File: src/rtl/bemf_sequencer.sv
// ---------------------------------------------------------------------------
// bemf_sequencer
//   Sweeps motors 0..3 once per start request. For each motor it converts the
//   high-side (channel 2m) and low-side (channel 2m+1) back-EMF samples, hands
//   them with the current accumulator and calibration offset to an external
//   update pipeline, and writes the pipeline result back into the motor's
//   16-bit accumulator. An unanswered conversion flags adc_err and skips the
//   motor.
//
// Ports
//   clk, reset                 single clock, synchronous active-high reset
//   start                      one-cycle sweep request (ignored while busy)
//   adc_go, adc_chan           conversion request / channel to the ADC
//   adc_valid, adc_data        conversion result strobe / data
//   calib0..calib3             per-motor calibration offsets
//   bemf_clear                 per-motor accumulator clear (wins over write-back)
//   bemf_adc_h, bemf_adc_l     captured samples towards the update pipeline
//   upd_valid, upd_mot_sel,
//   upd_bemf, upd_calib        issue side of the update pipeline
//   res_valid, res_mot_sel,
//   res_bemf                   result side of the update pipeline
//   bemf0..bemf3               current accumulators
//   busy, sweep_done, adc_err  status: sweep active, end pulse, sticky timeout
// ---------------------------------------------------------------------------
module bemf_sequencer #(
  parameter int ADC_TIMEOUT = 255
) (
  input  logic        clk,
  input  logic        reset,
  input  logic        start,
  output logic        adc_go,
  output logic [2:0]  adc_chan,
  input  logic        adc_valid,
  input  logic [9:0]  adc_data,
  input  logic [15:0] calib0,
  input  logic [15:0] calib1,
  input  logic [15:0] calib2,
  input  logic [15:0] calib3,
  input  logic [3:0]  bemf_clear,
  output logic [9:0]  bemf_adc_h,
  output logic [9:0]  bemf_adc_l,
  output logic [1:0]  upd_mot_sel,
  output logic        upd_valid,
  output logic [15:0] upd_bemf,
  output logic [15:0] upd_calib,
  input  logic [15:0] res_bemf,
  input  logic [1:0]  res_mot_sel,
  input  logic        res_valid,
  output logic [15:0] bemf0,
  output logic [15:0] bemf1,
  output logic [15:0] bemf2,
  output logic [15:0] bemf3,
  output logic        busy,
  output logic        sweep_done,
  output logic        adc_err
);

  // The counter only has to reach ADC_TIMEOUT-1: the wait lasts ADC_TIMEOUT cycles.
  localparam int CW = (ADC_TIMEOUT < 2) ? 1 : $clog2(ADC_TIMEOUT);
  localparam logic [CW-1:0] CNT_LAST = CW'(ADC_TIMEOUT - 1);

  typedef enum logic [2:0] {
    IDLE     = 3'd0,
    REQ_H    = 3'd1,
    WAIT_H   = 3'd2,
    REQ_L    = 3'd3,
    WAIT_L   = 3'd4,
    ISSUE    = 3'd5,
    WAIT_RES = 3'd6,
    NEXT     = 3'd7
  } state_e;

  state_e         state_q, state_d;
  logic [1:0]     m_q, m_d;
  logic [CW-1:0]  cnt_q, cnt_d;
  logic [9:0]     samp_h_q, samp_h_d;
  logic [9:0]     samp_l_q, samp_l_d;
  logic           adc_err_q, adc_err_d;
  logic [15:0]    bemf_q [4];
  logic [15:0]    bemf_d [4];
  logic           adc_go_q, adc_go_d;
  logic [2:0]     adc_chan_q, adc_chan_d;
  logic           upd_valid_q, upd_valid_d;
  logic [1:0]     upd_mot_sel_q, upd_mot_sel_d;
  logic [15:0]    upd_bemf_q, upd_bemf_d;
  logic [15:0]    upd_calib_q, upd_calib_d;
  logic           busy_q, busy_d;
  logic           sweep_done_q, sweep_done_d;

  function automatic logic [15:0] calib_pick(input logic [1:0] sel,
                                             input logic [15:0] c0, input logic [15:0] c1,
                                             input logic [15:0] c2, input logic [15:0] c3);
    logic [15:0] r;
    case (sel)
      2'd0:    r = c0;
      2'd1:    r = c1;
      2'd2:    r = c2;
      2'd3:    r = c3;
      default: r = 16'd0;
    endcase
    return r;
  endfunction

  // Next-state, datapath and registered-output decode.
  always_comb begin
    state_d   = state_q;
    m_d       = m_q;
    cnt_d     = cnt_q;
    samp_h_d  = samp_h_q;
    samp_l_d  = samp_l_q;
    adc_err_d = adc_err_q;
    bemf_d    = bemf_q;

    case (state_q)
      IDLE: begin
        if (start) begin
          m_d       = 2'd0;
          adc_err_d = 1'b0;
          state_d   = REQ_H;
        end else begin
          state_d = IDLE;
        end
      end
      REQ_H: begin
        cnt_d   = {CW{1'b0}};
        state_d = WAIT_H;
      end
      WAIT_H: begin
        if (adc_valid) begin
          samp_h_d = adc_data;
          state_d  = REQ_L;
        end else if (cnt_q == CNT_LAST) begin
          adc_err_d = 1'b1;
          state_d   = NEXT;
        end else begin
          cnt_d = cnt_q + CW'(1);
        end
      end
      REQ_L: begin
        cnt_d   = {CW{1'b0}};
        state_d = WAIT_L;
      end
      WAIT_L: begin
        if (adc_valid) begin
          samp_l_d = adc_data;
          state_d  = ISSUE;
        end else if (cnt_q == CNT_LAST) begin
          adc_err_d = 1'b1;
          state_d   = NEXT;
        end else begin
          cnt_d = cnt_q + CW'(1);
        end
      end
      ISSUE: begin
        state_d = WAIT_RES;
      end
      WAIT_RES: begin
        // Results tagged for another motor are stale and dropped.
        if (res_valid && (res_mot_sel == m_q)) begin
          bemf_d[m_q] = res_bemf;
          state_d     = NEXT;
        end else begin
          state_d = WAIT_RES;
        end
      end
      NEXT: begin
        if (m_q == 2'd3) begin
          state_d = IDLE;
        end else begin
          m_d     = m_q + 2'd1;
          state_d = REQ_H;
        end
      end
      default: begin
        state_d = IDLE;
      end
    endcase

    // Applied after the write-back so a coincident clear takes priority.
    for (int k = 0; k < 4; k++) begin
      if (bemf_clear[k]) begin
        bemf_d[k] = 16'd0;
      end else begin
        bemf_d[k] = bemf_d[k];
      end
    end

    // Outputs are decoded from the next state so the registers line up with it.
    adc_go_d     = (state_d == REQ_H) || (state_d == REQ_L);
    busy_d       = (state_d != IDLE);
    sweep_done_d = (state_d == NEXT) && (m_q == 2'd3);
    upd_valid_d  = (state_d == ISSUE);

    if (state_d == REQ_H) begin
      adc_chan_d = {m_d, 1'b0};
    end else if (state_d == REQ_L) begin
      adc_chan_d = {m_d, 1'b1};
    end else begin
      adc_chan_d = adc_chan_q;
    end

    // bemf_d reflects any clear on this edge, i.e. the value seen during ISSUE.
    if (state_d == ISSUE) begin
      upd_mot_sel_d = m_q;
      upd_bemf_d    = bemf_d[m_q];
      upd_calib_d   = calib_pick(m_q, calib0, calib1, calib2, calib3);
    end else begin
      upd_mot_sel_d = upd_mot_sel_q;
      upd_bemf_d    = upd_bemf_q;
      upd_calib_d   = upd_calib_q;
    end
  end

  // State, datapath and output registers with synchronous reset.
  always_ff @(posedge clk) begin
    if (reset) begin
      state_q       <= IDLE;
      m_q           <= 2'd0;
      cnt_q         <= {CW{1'b0}};
      samp_h_q      <= 10'd0;
      samp_l_q      <= 10'd0;
      adc_err_q     <= 1'b0;
      for (int k = 0; k < 4; k++) begin
        bemf_q[k] <= 16'd0;
      end
      adc_go_q      <= 1'b0;
      adc_chan_q    <= 3'd0;
      upd_valid_q   <= 1'b0;
      upd_mot_sel_q <= 2'd0;
      upd_bemf_q    <= 16'd0;
      upd_calib_q   <= 16'd0;
      busy_q        <= 1'b0;
      sweep_done_q  <= 1'b0;
    end else begin
      state_q       <= state_d;
      m_q           <= m_d;
      cnt_q         <= cnt_d;
      samp_h_q      <= samp_h_d;
      samp_l_q      <= samp_l_d;
      adc_err_q     <= adc_err_d;
      bemf_q        <= bemf_d;
      adc_go_q      <= adc_go_d;
      adc_chan_q    <= adc_chan_d;
      upd_valid_q   <= upd_valid_d;
      upd_mot_sel_q <= upd_mot_sel_d;
      upd_bemf_q    <= upd_bemf_d;
      upd_calib_q   <= upd_calib_d;
      busy_q        <= busy_d;
      sweep_done_q  <= sweep_done_d;
    end
  end

  assign adc_go      = adc_go_q;
  assign adc_chan    = adc_chan_q;
  assign bemf_adc_h  = samp_h_q;
  assign bemf_adc_l  = samp_l_q;
  assign upd_valid   = upd_valid_q;
  assign upd_mot_sel = upd_mot_sel_q;
  assign upd_bemf    = upd_bemf_q;
  assign upd_calib   = upd_calib_q;
  assign bemf0       = bemf_q[0];
  assign bemf1       = bemf_q[1];
  assign bemf2       = bemf_q[2];
  assign bemf3       = bemf_q[3];
  assign busy        = busy_q;
  assign sweep_done  = sweep_done_q;
  assign adc_err     = adc_err_q;

endmodule
File: config.mk
export PLATFORM = sky130hd
export DESIGN_NAME = bemf_sequencer
export DESIGN_NICKNAME = d
export VERILOG_FILES = /design/src/rtl/bemf_sequencer.sv
export SDC_FILE = /design/constraint.sdc
export NUM_CORES = 1
export LEC_CHECK = 0
export ABC_AREA = 1
export BUFFER_PORTS_ARGS = -buffer_cell sky130_fd_sc_hd__buf_4
export CORE_MARGIN = 4
export CORE_UTILIZATION = 55
export CTS_BUF_LIST = sky130_fd_sc_hd__clkbuf_16
export DETAILED_ROUTE_END_ITERATION = 10
export GPL_TIMING_DRIVEN = 0
export HOLD_SLACK_MARGIN = 0.12
export PLACE_DENSITY = 0.86
export SYNTH_ARGS = -nofsm -noshare
export SYNTH_HDL_FRONTEND = slang
export SYNTH_SLANG_ARGS = --single-unit
File: constraint.sdc
create_clock -name clk -period 3.95 [get_ports clk]
set_input_delay 0.5925 -clock clk [delete_from_list [all_inputs] [get_ports clk]]
set_output_delay 0.5925 -clock clk [all_outputs]
set_load 0.02 [all_outputs]
==> qor.yml <==
placed_design:
  dp_hpwl_um: 19500
  gp_congestion: 1.01
  io_buffers: 226
clocking:
  post-cts-setup-buffers: 0
  cts-resized-gates: 0
  ctsHoldBuffers: 0
  cts_buffers: 17
  cts_sinks: 139
  max-clock-path-buffers: 2
  clock-root-buffer: "clkbuf_16"
  cts_tree: "done"
  h-tree-depth: 4
  clk_latency_ps: 430
  clk_pin_slew_worst_paths_ps: 60
logic_synthesis:
  ys_types: 27
  synth_edf_count: 0
  netlist.area_leader.share_pct: 41.6
  yosysMostFrequentCell: "nor2_1"
  synth_top_family_by_area: "simple AND/OR/NAND/NOR gates"
  synth.yosys.warnings: 0
  synth_nets: 1064
  syn_area_um2: 6700
  synth.avg_cell_area_um2: 6.97
  synth_commonest_cells: "nor2_1 (166), dfxtp_1 (139), nand4_1 (118), nand2_1 (114), inv_1 (112)"
  synth_top_area_cell: "dfxtp_1"
  async_flop_share_pct: 0
  ys_seq_elements: 139
  yosys-top-cells-area: "dfxtp_1 (42%), nand4_1 (11%), nor2_1 (9.3%)"
  yosys-mux-area-fraction_pct: 0
  synth_xor_area_share_pct: 0.262
  synthSimpleGateAreaFrac_pct: 35.7
  ys_seq_area_share_pct: 41.6
  synthAdderAreaFrac_pct: 0.374
  synth_ff_type: "dfxtp_1"
  synth-compound-area-share_pct: 10.9
  syn_inst: 961
die:
  dieArea_um2: 14000
  design.core.area_um2: 12000
  rows: 40
  start_util_pct: 56.0
  die-height_um: 118
  die_w_um: 118
  io_pins: 227
setup_path:
  crit_required_ps: 4320
  crit_type: "reg2reg"
  crit_path_max_incr_delay_ps: 530
  crit_path_frequent_cell: "nor2_1"
  r2r-start: "m_q[1]"
  reg2reg_to: "upd_bemf[10]"
  reg2reg_depth: 8
  rrSetupSlack_ps: 1660
  crit_arrival_ps: 2660
  critPathLaunchType: "register"
  critical_path.cell_chain: "nand2_1, inv_1, buf_2, clkbuf_1, nand4_1, nand3_1, nor2_1, nor2_1"
  cpMaxStageDelayCell: "clkbuf_1"
  endpoint_kind: "register"
  path_max_fanout: 10
sta:
  min_period_ps: 2290
  rsz0062_at_grt: "false"
  slew_headroom_pct: 51.4
  hold_ws_ps: 374
  slew_violations: 0
  fin_skew_ps: 12.0
  fmax_mhz: 436
  final_hold_viol_count: 0
  tightest_slew_ps: 730
  fin_tns_setup_ps: 0
  fin_crit_sh_pct: 58.0
  setup_violations: 0
detailed_routing:
  drc: 0
  via_per_inst: 5.92
  vias: 8086
  ant_nets: 0
  wl_per_cell_um: 19.2
  finalWirelength_um: 26300
  firstDrtPassIters: 7
  drt_iter0_markers: 968
job:
  drv_cap: 0
worst_hold_path:
  min_path_cells: 2
  holdCritPathClass: "in2reg"
  min_from: "start"
  holdPathEnd: "adc_err"
global_route:
  grt-ovfl-total: 0
  grt_pass1_wl_um: 40200
  grt_max_degree: 17
  grt_pass1_vias: 7527
  antenna_found_initial: 0
  grt_usage_pct: 36.4
finish:
  antenna_cells: 0
  drive_gt1_share_pct: 23.9
  nNetsFinal: 1309
  area_delta_synth_final_pct: 38.5
  fillers: 929
run_status:
  status: "finished, final reports clean"
power:
  pwr_density_cell_nw_per_um2: 387
  peakVddDrop_uv: 281
  p_leak_nw: 4.41
==> registers in the layout, summed over array words and instances, names as in the netlist <==
| register | cells |
|---|---|
| m_q | 2 |
| busy | 1 |
| upd_calib | 16 |
| sweep_done | 1 |
| upd_valid | 1 |
| bemf3 | 16 |
| bemf0 | 16 |
| upd_bemf | 16 |
| cnt_q | 8 |
| bemf_adc_l | 10 |
| adc_err | 1 |
| bemf_adc_h | 10 |
| adc_chan | 3 |
| state_q | 3 |
| bemf2 | 16 |
| adc_go | 1 |
| bemf1 | 16 |
| upd_mot_sel | 2 |
==> worst max-delay path, delay by kind of cell, from the launching register on <==
kind | cells | cell delay, ps
and+or+nand+nor | 5 | 750
DFF | 1 | 450
buffers and inverters | 3 | 1010
==> cells in the final DEF, fill, tap and decap left out, types with 7 or more instances in the layout <==
master     Yosys  routed
nand4_1      118     118
a21oi_1       12      12
bufinv_16      0       7
nor2_1       166     166
buf_1          7       7
nand2_1      114     114
inv_1        112     113
dfxtp_1      139     139
o21ai_0       54      54
nand3_1      103     103
o21ai_1       19      19
clkbuf_1      39      39
a22o_1        15      15
buf_4          8     234
buf_2         17      17
clkbuf_16      0      17
a221oi_1      16      16
==> stage by stage <==
stage          setup WS (ps)  util, %  power [mW]  instances  area, um^2
4_1_cts                 1750     77.5        3.58       1366        9270
3_5_place_dp            1660     71.7        1.72       1334        8580
3_3_place_gp            1670     71.7        1.72       1334        8580
5_1_grt                 1550     77.5        3.66       1366        9270
2_1_floorplan           2200        -        1.58        961        6700
6_report                1660     77.5        3.59       1366        9270
==> area by class of cell <==
cell class              instances  area [um^2]  area share, %
well taps                     147          184           1.98
clock inverters                15          272           2.93
repair buffers                226         1700           18.3
plain buffers                  71          318           3.43
flip-flops and latches        139         2780           30.0
clock buffers                  17          425           4.59
inverters                     116          435           4.70
multi-input cells             635         3160           34.1
==> routing by layer <==
layer  GRT usage (%)  part of all wire, %  vias up
met4            18.4                  5.3        0
met2            60.2                   47      515
met3            9.90                   10       98
met1            43.4                   37     3732
met5               0                    0        -
li1                -                    -     3741
==> kinds of logic after synthesis <==
logic type / after synthesis
AO/OA/AOI/OAI: 119
AND/OR/NAND/NOR: 512
buffers and inverters: 187
flip-flops: 139
adder cells (fa/ha/maj): 2
XOR/XNOR: 2
==> power breakdown <==
group / switching, mW / total [mW] / leakage [nW] / internal [mW]
Sequential: 0.00928 / 1.43 / 1.12 / 1.42
Combinational: 0.162 / 0.273 / 2.95 / 0.111
Clock: 0.642 / 1.89 / 0.343 / 1.25
Total: 0.813 / 3.59 / 4.41 / 2.78
==> how the worst max path moves through the flow <==
stage               from      endpoint  slack [ps]
3_5_place_dp   res_valid   upd_bemf[0]        1660
6_report          m_q[1]  upd_bemf[10]        1660
2_1_floorplan  res_valid  upd_bemf[15]        2200
5_1_grt           m_q[0]   upd_bemf[6]        1550
4_1_cts           m_q[0]  upd_bemf[11]        1750
3_3_place_gp   res_valid   upd_bemf[0]        1670
Note: power is estimated with default switching activity, not from simulation.
